--- src/rtl/note_tick_gen.sv ---
// note_tick_gen
//   Tone-timing stage. For each accepted note it emits `duration` one-cycle
//   tick pulses spaced `half_period` cycles apart. It also drives a square-wave
//   level that toggles on every tick, and a one-cycle done pulse when the note
//   completes normally.
//
// Handshake: a note is accepted when start=1 is sampled while the block is
//   idle (busy=0). busy stays high from the edge that accepts the note until
//   the block is idle again. start is ignored while busy. done pulses for
//   exactly one cycle at normal completion and never after abort.
//
// Ports:
//   clk          clock, all state updates on posedge
//   rst          asynchronous active-high reset
//   start        note request, sampled only in IDLE
//   half_period  cycles between ticks, sampled with start
//   duration     number of ticks to emit, sampled with start
//   abort        drop the current note, no done pulse
//   tick         one-cycle enable pulse for the downstream flop stage
//   tone         square-wave level, toggles on each tick
//   busy         note in progress
//   done         one-cycle pulse at normal completion
//   dbg_state    current FSM state (0 IDLE, 1 PLAY, 2 DONE)
module note_tick_gen #(
  parameter int PERIOD_W = 16,
  parameter int DUR_W    = 16
) (
  input  logic                clk,
  input  logic                rst,
  input  logic                start,
  input  logic [PERIOD_W-1:0] half_period,
  input  logic [DUR_W-1:0]    duration,
  input  logic                abort,
  output logic                tick,
  output logic                tone,
  output logic                busy,
  output logic                done,
  output logic [1:0]          dbg_state
);

  typedef enum logic [1:0] {
    IDLE = 2'd0,
    PLAY = 2'd1,
    DONE = 2'd2
  } state_t;

  state_t              state_q, state_d;
  logic [PERIOD_W-1:0] hp_q, hp_d;
  logic [DUR_W-1:0]    left_q, left_d;
  logic [PERIOD_W-1:0] cnt_q, cnt_d;
  logic                tick_q, tick_d;
  logic                tone_q, tone_d;
  logic                busy_q, busy_d;
  logic                done_q, done_d;

  // hp_q is at least 1 whenever PLAY is active, so this never wraps there.
  logic [PERIOD_W-1:0] hp_m1;
  assign hp_m1 = hp_q - PERIOD_W'(1);

  always_ff @(posedge clk or posedge rst) begin
    if (rst) begin
      state_q <= IDLE;
      hp_q    <= '0;
      left_q  <= '0;
      cnt_q   <= '0;
      tick_q  <= 1'b0;
      tone_q  <= 1'b0;
      busy_q  <= 1'b0;
      done_q  <= 1'b0;
    end else begin
      state_q <= state_d;
      hp_q    <= hp_d;
      left_q  <= left_d;
      cnt_q   <= cnt_d;
      tick_q  <= tick_d;
      tone_q  <= tone_d;
      busy_q  <= busy_d;
      done_q  <= done_d;
    end
  end

  // The output registers are loaded with the values that belong to the next
  // state, so the outputs always line up with the state register.
  always_comb begin
    state_d = state_q;
    hp_d    = hp_q;
    left_d  = left_q;
    cnt_d   = cnt_q;
    tick_d  = 1'b0;
    tone_d  = tone_q;
    busy_d  = busy_q;
    done_d  = 1'b0;

    unique case (state_q)
      IDLE: begin
        busy_d = 1'b0;
        tone_d = 1'b0;
        // abort is deliberately ignored here, so start wins over abort.
        if (start) begin
          busy_d = 1'b1;
          if (half_period != '0 && duration != '0) begin
            hp_d    = half_period;
            left_d  = duration;
            cnt_d   = '0;
            state_d = PLAY;
          end else begin
            // A zero-length note completes immediately without any ticks.
            state_d = DONE;
            done_d  = 1'b1;
          end
        end
      end

      PLAY: begin
        busy_d = 1'b1;
        if (abort) begin
          state_d = IDLE;
          busy_d  = 1'b0;
          tone_d  = 1'b0;
          cnt_d   = '0;
          left_d  = '0;
        end else if (left_q == '0) begin
          // The final tick is being driven this cycle. Completion follows it.
          state_d = DONE;
          done_d  = 1'b1;
          tone_d  = 1'b0;
          cnt_d   = '0;
        end else if (cnt_q == hp_m1) begin
          cnt_d  = '0;
          tick_d = 1'b1;
          tone_d = ~tone_q;
          left_d = left_q - DUR_W'(1);
        end else begin
          cnt_d = cnt_q + PERIOD_W'(1);
        end
      end

      DONE: begin
        // DONE lasts one cycle whether or not abort is high.
        state_d = IDLE;
        busy_d  = 1'b0;
        tone_d  = 1'b0;
      end

      default: begin
        state_d = IDLE;
        busy_d  = 1'b0;
        tone_d  = 1'b0;
      end
    endcase
  end

  assign tick      = tick_q;
  assign tone      = tone_q;
  assign busy      = busy_q;
  assign done      = done_q;
  assign dbg_state = state_q;

endmodule
--- config.mk ---
export PLATFORM = sky130hd
export DESIGN_NAME = note_tick_gen
export DESIGN_NICKNAME = d
export VERILOG_FILES = /design/src/rtl/note_tick_gen.sv
export SDC_FILE = /design/constraint.sdc
export NUM_CORES = 1
export LEC_CHECK = 0
export CAP_MARGIN = 20
export CELL_PAD_IN_SITES_DETAIL_PLACEMENT = 1
export CELL_PAD_IN_SITES_GLOBAL_PLACEMENT = 1
export CORE_ASPECT_RATIO = 0.7
export CORE_MARGIN = 4
export CORE_UTILIZATION = 41
export CTS_BUF_LIST = sky130_fd_sc_hd__clkbuf_2 sky130_fd_sc_hd__clkbuf_4 sky130_fd_sc_hd__clkbuf_8
export DETAILED_ROUTE_END_ITERATION = 10
export PLACE_DENSITY = 0.79
export SYNTH_ARGS = -nofsm -noshare
export SYNTH_HDL_FRONTEND = slang
export SYNTH_SLANG_ARGS = --single-unit
--- constraint.sdc ---
create_clock -name clk -period 3.3 [get_ports clk]
set_clock_uncertainty 0.15 [all_clocks]
set_input_delay 0.825 -clock clk [delete_from_list [all_inputs] [get_ports clk]]
set_output_delay 0.825 -clock clk [all_outputs]
set_load 0.05 [all_outputs]
# After elaboration in Yosys (flattened, before gate mapping)
# Cells that the tools add are included.
[classes] bitwise_logic=1 reduce_logical=10 mux=33 addsub=3 eq_ne=8
[op_table] op="$mux 16" count=10
[op_table] op="$pmux 16 s2" count=2
[op_table] op="$reduce_bool 16->1" count=2
[op_table] op="$sub 16x1->16 const B" count=2
[op_table] op="$add 16x1->16 const B" count=1
[op_table] op="$eq 16x16->1" count=1
[op_table] op="$logic_not 16->1" count=1
[op_table] op="$mux 1" count=14
[op_table] op="$ne 3x3->1 const B" count=3
[op_table] op="$mux 2" count=4
[op_table] op="$reduce_and 3->1" count=2
[op_table] op="$reduce_and 5->1" count=1
[op_table] op="$ne 2x2->1 const B" count=2
[op_table] op="$ne 4x4->1 const B" count=1
[op_table] op="$pmux 1 s2" count=2
[op_table] op="$pmux 2 s2" count=1
[op_table] op="$eq 2x1->1 const B" count=1
[op_table] op="$logic_not 2->1" count=1
[op_table] op="$reduce_and 2->1" count=1
[op_table] op="$reduce_bool 2->1" count=1
[op_table] op="$logic_and 1x1->1" count=1
[op_table] op="$not 1->1" count=1
[totals] wordCells=63 inputBits=36 reg_bits=54

# Depth between registers and ports, before layout
[depth] word_depth=6 mapped_depth=11 mapped_depth_nobuf=9

# Worst setup path after synthesis
# Ideal clock, no wire load.
[synth_timing] kind="reg2reg" from="reg hp_q[0]" to="reg left_q[15]" t_arrival_ns=2.783 path_stages_with_launch=11 slack_ns=0.238 synth_period_minus_slack_ns=3.062 n_path_buf=1 t_required_ns=3.021 setup_time_ns=0.129 cell_sequence="dfrtp_1 > inv_1 > ha_1 > nor3b_1 > nor4b_1 > xor2_1 > or4_1 > nor4_4 > buf_4 > o22ai_1 > o2bb2ai_1"
[synth_between] elab_chain_cells=4
[synth_rtl] element="start, declared" line="48" source="logic [PERIOD_W-1:0] hp_q, hp_d;"
[synth_rtl] element="start signal, assigned" line="72" source="hp_q <= hp_d;"
[synth_rtl] element="$sub 16x1->16" line="58" source="assign hp_m1 = hp_q - PERIOD_W'(1);"
[synth_rtl] element="$eq 16x16->1" line="128" source="end else if (cnt_q == hp_m1) begin"
[synth_rtl] element="$ne 3x3->1 (no line)"
[synth_rtl] element="$reduce_and 5->1 (no line)"
[synth_rtl] element="end signal, assigned" line="73" source="left_q <= left_d;"
[synth_rtl] element="end, declared" line="49" source="logic [DUR_W-1:0] left_q, left_d;"
# No other way between the ends.
# A chain may end at the register's enable or synchronous reset.

# Final worst setup path
[layout_timing] from="in half_period[4]" to="reg left_q[5]"
[layout_between] elab_chain_cells=4
[layout_rtl] element="start, declared" line="31" source="input logic [PERIOD_W-1:0] half_period,"
[layout_rtl] element="$reduce_bool 16->1" line="101" source="if (half_period != '0 && duration != '0) begin"
[layout_rtl] element="$logic_and 1x1->1" line="101"
[layout_rtl] element="$ne 2x2->1 (no line)"
[layout_rtl] element="$reduce_and 5->1 (no line)"
# No other way between the ends.

==> key figures <==
Setup path
  – Flop-to-flop setup slack: 0.16 ns
  – Kind of capture point of the worst setup path: flop
  – Data required time at the worst endpoint: 3.39 ns
  – Start-to-end type of the worst setup path: primary input to flop
  – Critical Path Start Type: primary input
  – Critical path arrival: 3.25 ns
  – Crit Reg-Reg Startpoint: left_q[7]
  – Biggest fanout along the worst timing path: 9
  – Critical path launch point: half_period[4]

Logic synthesis
  – Post-synthesis instance area: 3555 sq um
  – Number of synthesis warnings: 0
  – Post-Synthesis Net Count: 411
  – #FFs+latches synth: 54
  – Number of library cell types mapped by synthesis: 65
  – Share of synthesized flip-flops with an asynchronous set or reset: 1.000
  – Share of the yosys chip area belonging to registers: 0.3801
  – Post-synth EDFFs: 0
  – Synthesized netlist cell count: 372
  – Per-instance average area after synthesis: 9.556 sq um
  – Predominant post-synthesis flop cell: sky130_fd_sc_hd__dfrtp_1

Pwr
  – Static power due to leakage: 1.980 nW
  – Power per unit of standard cell area: 531.7 nW/um^2
  – Total power after layout: 2.506 mW
  – Maximum vdd ir drop: 0.2881 mV

Floorplan
  – Floorplan core area: 8443 sq um
  – Height of the die: 85.91 um
  – I/O pin count: 42
  – Starting density of the core: 0.4210
  – Row count: 28
  – Die boundary width: 119.3 um
  – Full die area: 10,250 sq um

Clock tree
  – H-tree lvl count: 2
  – Clock tree root driver cell: sky130_fd_sc_hd__clkbuf_8
  – Post-cts hold buffer count: 0
  – Number of buffers created by CTS: 5
  – Clock slew at the register clock pins of the worst setup and hold paths: 0.10 ns
  – Bufs on Longest Clock Path: 2
  – Clock tree sinks: 54
  – Worst-skew pair later-pin latency: 0.32 ns
  – TritonCTS clock tree: built

Route
  – Drt total wl: 11,500 um
  – Number of optimization iterations in the first detailed-route pass: 5
  – Final routed wire length divided by cell count: 19.46 um
  – Vias per std cell: 5.826
  – Antenna-violating nets left: 0
  – Total vias in the final route: 3,443
  – Initial detailed-routing violation count: 281
  – DRC violations left: 0

Timing
  – Final setup margin: 0.1405 ns
  – Minimum period implied by the final worst setup slack: 3.160 ns
  – Number of max-slew violations in the final report: 0
  – Period utilization: 0.9574
  – Highest achievable clock rate: 0.3165 GHz
  – Final setup fails: 0
  – Slew @ Worst Pin: 0.7398 ns
  – Slew Limit Headroom: 0.5056
  – Setup repair after global routing missed its margin: false
  – Final count of hold timing violations: 0

Finish
  – Top library cells by usage in the layout, fill and taps aside: sky130_fd_sc_hd__buf_4, sky130_fd_sc_hd__dfrtp_1, sky130_fd_sc_hd__clkdlybuf4s50_1
  – Most common cell after layout, fill and taps aside: sky130_fd_sc_hd__buf_4
  – Area grow syn2layout: 32.59%
  – Antenna Diode Count: 0
  – Post-layout nets: 509
  – Layout cell share with drive strength beyond 1: 0.2527
  – Post-Layout Inst Area: 4713 sq um

GRT
  – Vias in the first global route: 3,622
  – GRT Residual Overflow: 0
  – Global-route wire length before repair: 19,130 um
  – Number of antenna violations at the first check in global routing: 0
  – Largest net degree at the start of global routing: 29
  – Total routing usage reported by global routing: 0.2334

Hold path
  – Hold crit path type: flop to flop
  – Startpoint of the lowest-slack hold path: left_q[10]

Placed design
  – # port buffers: 41
  – Cell area reported after detailed placement: 4538 sq um
  – Worst slack, placed: -0.2259 ns
  – Post-detail-place hpwl: 9136 um
  – RePlAce Congestion: 0.8551

Outcome
  – Result of the run: complete, no violations

Flow run
  – Max_cap viols: 0
[cell families (layout without fill, tap and decap cells)]
group,Yosys count,in the layout,synth area share
simple gates,157,157,0.2619
xor+xnor,30,30,0.07392
compound gates,79,79,0.1707
flops,54,54,0.3801
mux,24,24,0.07427
fa+ha+maj,3,3,0.01056
buf+inv,25,124,0.02851
[metrics by stage]
stage / cells / hold slack [ns] / util / setup TNS, ns
floorplan: 372 / 0.3222 / - / 0
global placement: 580 / 0.3474 / 0.5375 / -4.094
detailed placement: 580 / 0.3566 / 0.5375 / -5.136
CTS: 591 / 0.3788 / 0.5536 / 0
global route: 591 / 0.4172 / 0.5582 / 0
finish: 591 / 0.3788 / 0.5582 / 0
[metal layers]
metal	wire [um]	up-vias	track usage	share of wire
met5	0	-	0	0
met4	123	0	0.04262	0.011
met3	611	15	0.03691	0.053
met2	4968	112	0.3593	0.43
met1	5799	1724	0.3508	0.50
li1	-	1592	-	-
[registers in the layout, summed over array words and instances, names as in the netlist]
register,count
cnt_q,16
hp_q,16
left_q,16
dbg_state,2
busy,1
done,1
tick,1
tone,1
[what timing repair did]
item | 4_1_cts | 5_1_grt
resized for setup | 0 | 7
endpoints found under the setup margin | 14 | 24
buffers inserted | 3 | 0
pin swaps | 1 | 0
cloned | 0 | 0
[synth_stat cells, types with 3 or more instances]
master / number / area (sq um)
sky130_fd_sc_hd__o21ba_2: 5 / 50.05
sky130_fd_sc_hd__a21boi_0: 4 / 30.03
sky130_fd_sc_hd__nor2_1: 26 / 97.59
sky130_fd_sc_hd__nor4b_1: 3 / 26.28
sky130_fd_sc_hd__xnor2_1: 15 / 131.4
sky130_fd_sc_hd__dfrtp_1: 54 / 1351
sky130_fd_sc_hd__nand4_1: 8 / 50.05
sky130_fd_sc_hd__a22oi_1: 3 / 22.52
sky130_fd_sc_hd__nor3b_1: 5 / 37.54
sky130_fd_sc_hd__mux2i_1: 5 / 50.05
sky130_fd_sc_hd__nand2b_1: 6 / 37.54
sky130_fd_sc_hd__ha_1: 3 / 37.54
sky130_fd_sc_hd__o22ai_1: 6 / 37.54
sky130_fd_sc_hd__and4_1: 3 / 26.28
sky130_fd_sc_hd__inv_1: 11 / 41.29
sky130_fd_sc_hd__a221o_1: 4 / 40.04
sky130_fd_sc_hd__clkbuf_1: 9 / 33.78
sky130_fd_sc_hd__a31oi_1: 3 / 18.77
sky130_fd_sc_hd__or4_1: 4 / 30.03
sky130_fd_sc_hd__nor2b_1: 3 / 18.77
sky130_fd_sc_hd__buf_2: 3 / 15.01
sky130_fd_sc_hd__a21oi_1: 16 / 80.08
sky130_fd_sc_hd__nand3_1: 5 / 25.02
sky130_fd_sc_hd__nor3_2: 3 / 30.03
sky130_fd_sc_hd__or3_1: 5 / 31.28
sky130_fd_sc_hd__o21a_1: 6 / 45.04
sky130_fd_sc_hd__nor3_1: 13 / 65.06
sky130_fd_sc_hd__xor2_1: 15 / 131.4
sky130_fd_sc_hd__or4_4: 3 / 33.78
sky130_fd_sc_hd__o21ai_0: 8 / 40.04
sky130_fd_sc_hd__nor4_1: 20 / 125.1
sky130_fd_sc_hd__o2bb2ai_1: 3 / 26.28
sky130_fd_sc_hd__nand2_1: 30 / 112.6
sky130_fd_sc_hd__and2_1: 4 / 25.02
sky130_fd_sc_hd__and3_1: 6 / 37.54
sky130_fd_sc_hd__mux2_2: 17 / 191.4
[where the power goes]
| group | internal [mW] | switching, mW |
|---|---|---|
| combinational | 0.507 | 0.580 |
| sequential | 0.786 | 0.159 |
| clock | 0.244 | 0.229 |
[critical path: stages]
cell and delay [ns]:
sky130_fd_sc_hd__clkdlybuf4s50_1 0.43, sky130_fd_sc_hd__nor4_1 0.53, sky130_fd_sc_hd__nand4_1 0.18, sky130_fd_sc_hd__buf_4 0.17, sky130_fd_sc_hd__a41oi_1 0.22, sky130_fd_sc_hd__o21bai_2 0.19, sky130_fd_sc_hd__nor4_4 0.08, sky130_fd_sc_hd__buf_4 0.20
sky130_fd_sc_hd__mux2_1 0.31, sky130_fd_sc_hd__a21oi_1 0.12
[worst paths after layout]
| check | endpoint | cells past startpoint |
|---|---|---|
| worst max-delay path | left_q[5] | 10 |
| worst min-delay path | left_q[10] | 1 |
| worst max register to register | left_q[5] | 8 |
| worst min register to register | left_q[10] | 1 |
| max in group asynchronous | cnt_q[5] | 3 |
| min in group asynchronous | left_q[6] | 2 |
[cell type report]
| class | count | area, sq um |
|---|---|---|
| Inverter | 11 | 41.29 |
| Fill cell | 971 | 3730 |
| Tap cell | 120 | 150.1 |
| Clock buffer | 7 | 83.83 |
| Clock inverter | 1 | 30.03 |
| Multi-Input combinational cell | 293 | 2141 |
| Sequential cell | 54 | 1351 |
| Timing Repair Buffer | 105 | 915.9 |
Power figures use the tool's default switching activity.
==> RTL edit (config.mk and constraints unchanged) <==
Register the output `tone` once more, without a reset; this adds one clock of latency there. The other outputs are not delayed to match.
--- a/src/rtl/note_tick_gen.sv
+++ b/src/rtl/note_tick_gen.sv
@@ -153,3 +153,5 @@
   assign tick      = tick_q;
-  assign tone      = tone_q;
+  always_ff @(posedge clk) begin
+    tone <= tone_q;
+  end
   assign busy      = busy_q;
Check against the original RTL: not equivalent (Yosys sat finds a counterexample within 4 cycles, from zero or initial values and one cycle with rst high).
==> RTL edit against the original RTL <==
- via count decreased by 2.0%
- area after synthesis is 0.56% higher
- cell count fell by 0.68%
- sequential cell count up 1
- critical endpoint is now left_q[1]
- total power about the same
- count of clock-buffer cells in the layout down 2
- wire length decreased by 0.44%
- worst setup slack got worse by 0.054 ns
- fmax is 1.7% lower
- design area about the same
- sequential share of layout area increased by 0.42 points
- synthesized cell count grew 0.27%
==> RTL edit: results (changes against the original RTL) <==
global_route:
  grt_pass1_vias: 3560  # -1.7%
  grt_max_degree: 29  # unchanged
  use_met1: 0.344  # -0.00665
  grt_util_met3: 0.0468  # +0.00989
  grt_pass1_wl_um: 19000  # -0.86%
  grtUsageMet2: 0.355  # -0.00479
  grt_usage: 0.231  # -0.00259
drt:
  routed.top_layer: "met4"
  drtIter0Drc: 226  # -20%
  first_pass_iters: 4  # -1
  wl_met1_um: 5660  # -2.4%
  wl_met3_um: 664  # +8.7%
  vias: 3374  # -2.0%
  dr_wl_met2_um: 5070  # +2.0%
  routed_wl_um: 11500  # -0.44%
critical_path:
  reg2reg_depth: 9  # +1
  rrSetupSlack_ns: 0.09  # -0.07 ns
  worstPathArrival_ns: 3.32  # +0.07 ns
  r2r-start: "left_q[9]"
  worstPathMaxFanout: 11  # +2
  r2r-end: "left_q[1]"
finish:
  final.fill_count: 1003  # +3.3%
  nets: 505  # -0.79%
  diodes: 0  # unchanged
  drive_gt1_frac: 0.251  # -0.00212
  final_cell_count_no_fill: 587  # -0.68%
  reg.largest.list: "cnt_q x16, hp_q x16, left_q x16"
clock_tree:
  cts-root-buf: "clkbuf_8"
power_and_ir_drop:
  seqPwrFrac: 0.383  # +0.006
  power.total_mw: 2.51  # about the same
  leakagePower_nw: 1.97  # -0.59%
  swShare: 0.393  # +0.00698
  vdd_drop_max_uv: 343  # +19%
  clkPwrFrac: 0.192  # +0.003
hold_path:
  holdPathEnd: "tone"
  hold_start: "tone_q"
  min_path_cells: 0  # -1
  hold_path_class: "reg -> reg"
yosys:
  syn_nets: 412  # +0.24%
  synth.avg_cell_area_um2: 9.58  # +0.29%
  ys_types: 66  # +1.5%
  ys_top_cells_by_area: "dfrtp_1 38%, mux2_2 5.4%, xnor2_1 3.7%"
  synth_top_area_frac: 0.378  # -0.00213
  ys_seq_area_frac: 0.384  # +0.00347
  synth_async_sr_flop_share: 0.982  # -0.0182
placement:
  placed_area_um2: 4540  # about the same
  dp_slack_ns: -0.231  # -0.00493 ns
  placed_cells: 578  # -0.34%
  gp_congestion: 0.906  # +5.9%
  place.port_buffers: 41  # unchanged
  dp_hpwl_um: 8940  # -2.2%
sta:
  hold_ws_ns: 0.261  # -0.117 ns
  relSlewSlack: 0.584  # +0.0785
outcome:
  status: "complete, no violations"
==> RTL edit: kinds of logic (layout without fill, tap and decap cells) <==
group | after synthesis | count (layout) | share of synthesized area
muxes | 24 | 24 | 0.0739
and+or+nand+nor | 157 | 157 | 0.260
AOI/OAI and AO/OA | 79 | 79 | 0.170
adders and majority gates | 3 | 3 | 0.0105
buffers and inverters | 25 | 119 | 0.0283
xor gates and xnor gates | 30 | 30 | 0.0735
DFF | 55 | 55 | 0.384
==> RTL edit: how the worst max path moves through the flow <==
stage                       endpoint  cells after the start  slack [ns]            start
final                      left_q[1]                      9        0.09        left_q[9]
after global routing      left_q[14]                      9       0.004        left_q[9]
after CTS                  left_q[1]                     10        0.04  half_period[10]
after detailed placement   cnt_q[10]                      9       -0.23  half_period[10]
after global placement     left_q[7]                     11       -0.18  half_period[10]
after floorplan           left_q[15]                     10        0.24          hp_q[0]
==> RTL edit: timing repair <==
| item | in CTS | in global routing |
|---|---|---|
| buffers inserted | 1 | 0 |
| endpoints found under the setup margin | 14 | 31 |
| hold endpoints to repair | 0 | 0 |
| pin swaps | 1 | 0 |
| gates resized for setup | 0 | 10 |
==> RTL edit: layout make-up <==
type	instances	area, um2	share of cell area
Clock buffer	5	68.8	0.0146
Inverter	11	41.3	0.00876
Clock inverter	3	47.5	0.0101
Tap cell	120	150	0.0318
Timing Repair Buffer	100	878	0.186
Multi-Input combinational cell	293	2160	0.458
Sequential cell	55	1370	0.291
==> RTL edit: worst max-delay path, stage by stage, from the launching register on <==
cell      delay, ns
dfrtp_1        0.43
or4_4          0.58
or3_1          0.45
or3_1          0.50
o21bai_2       0.26
nor4_4         0.07
buf_4          0.20
nor2_2         0.11
buf_4          0.19
mux2i_1        0.20
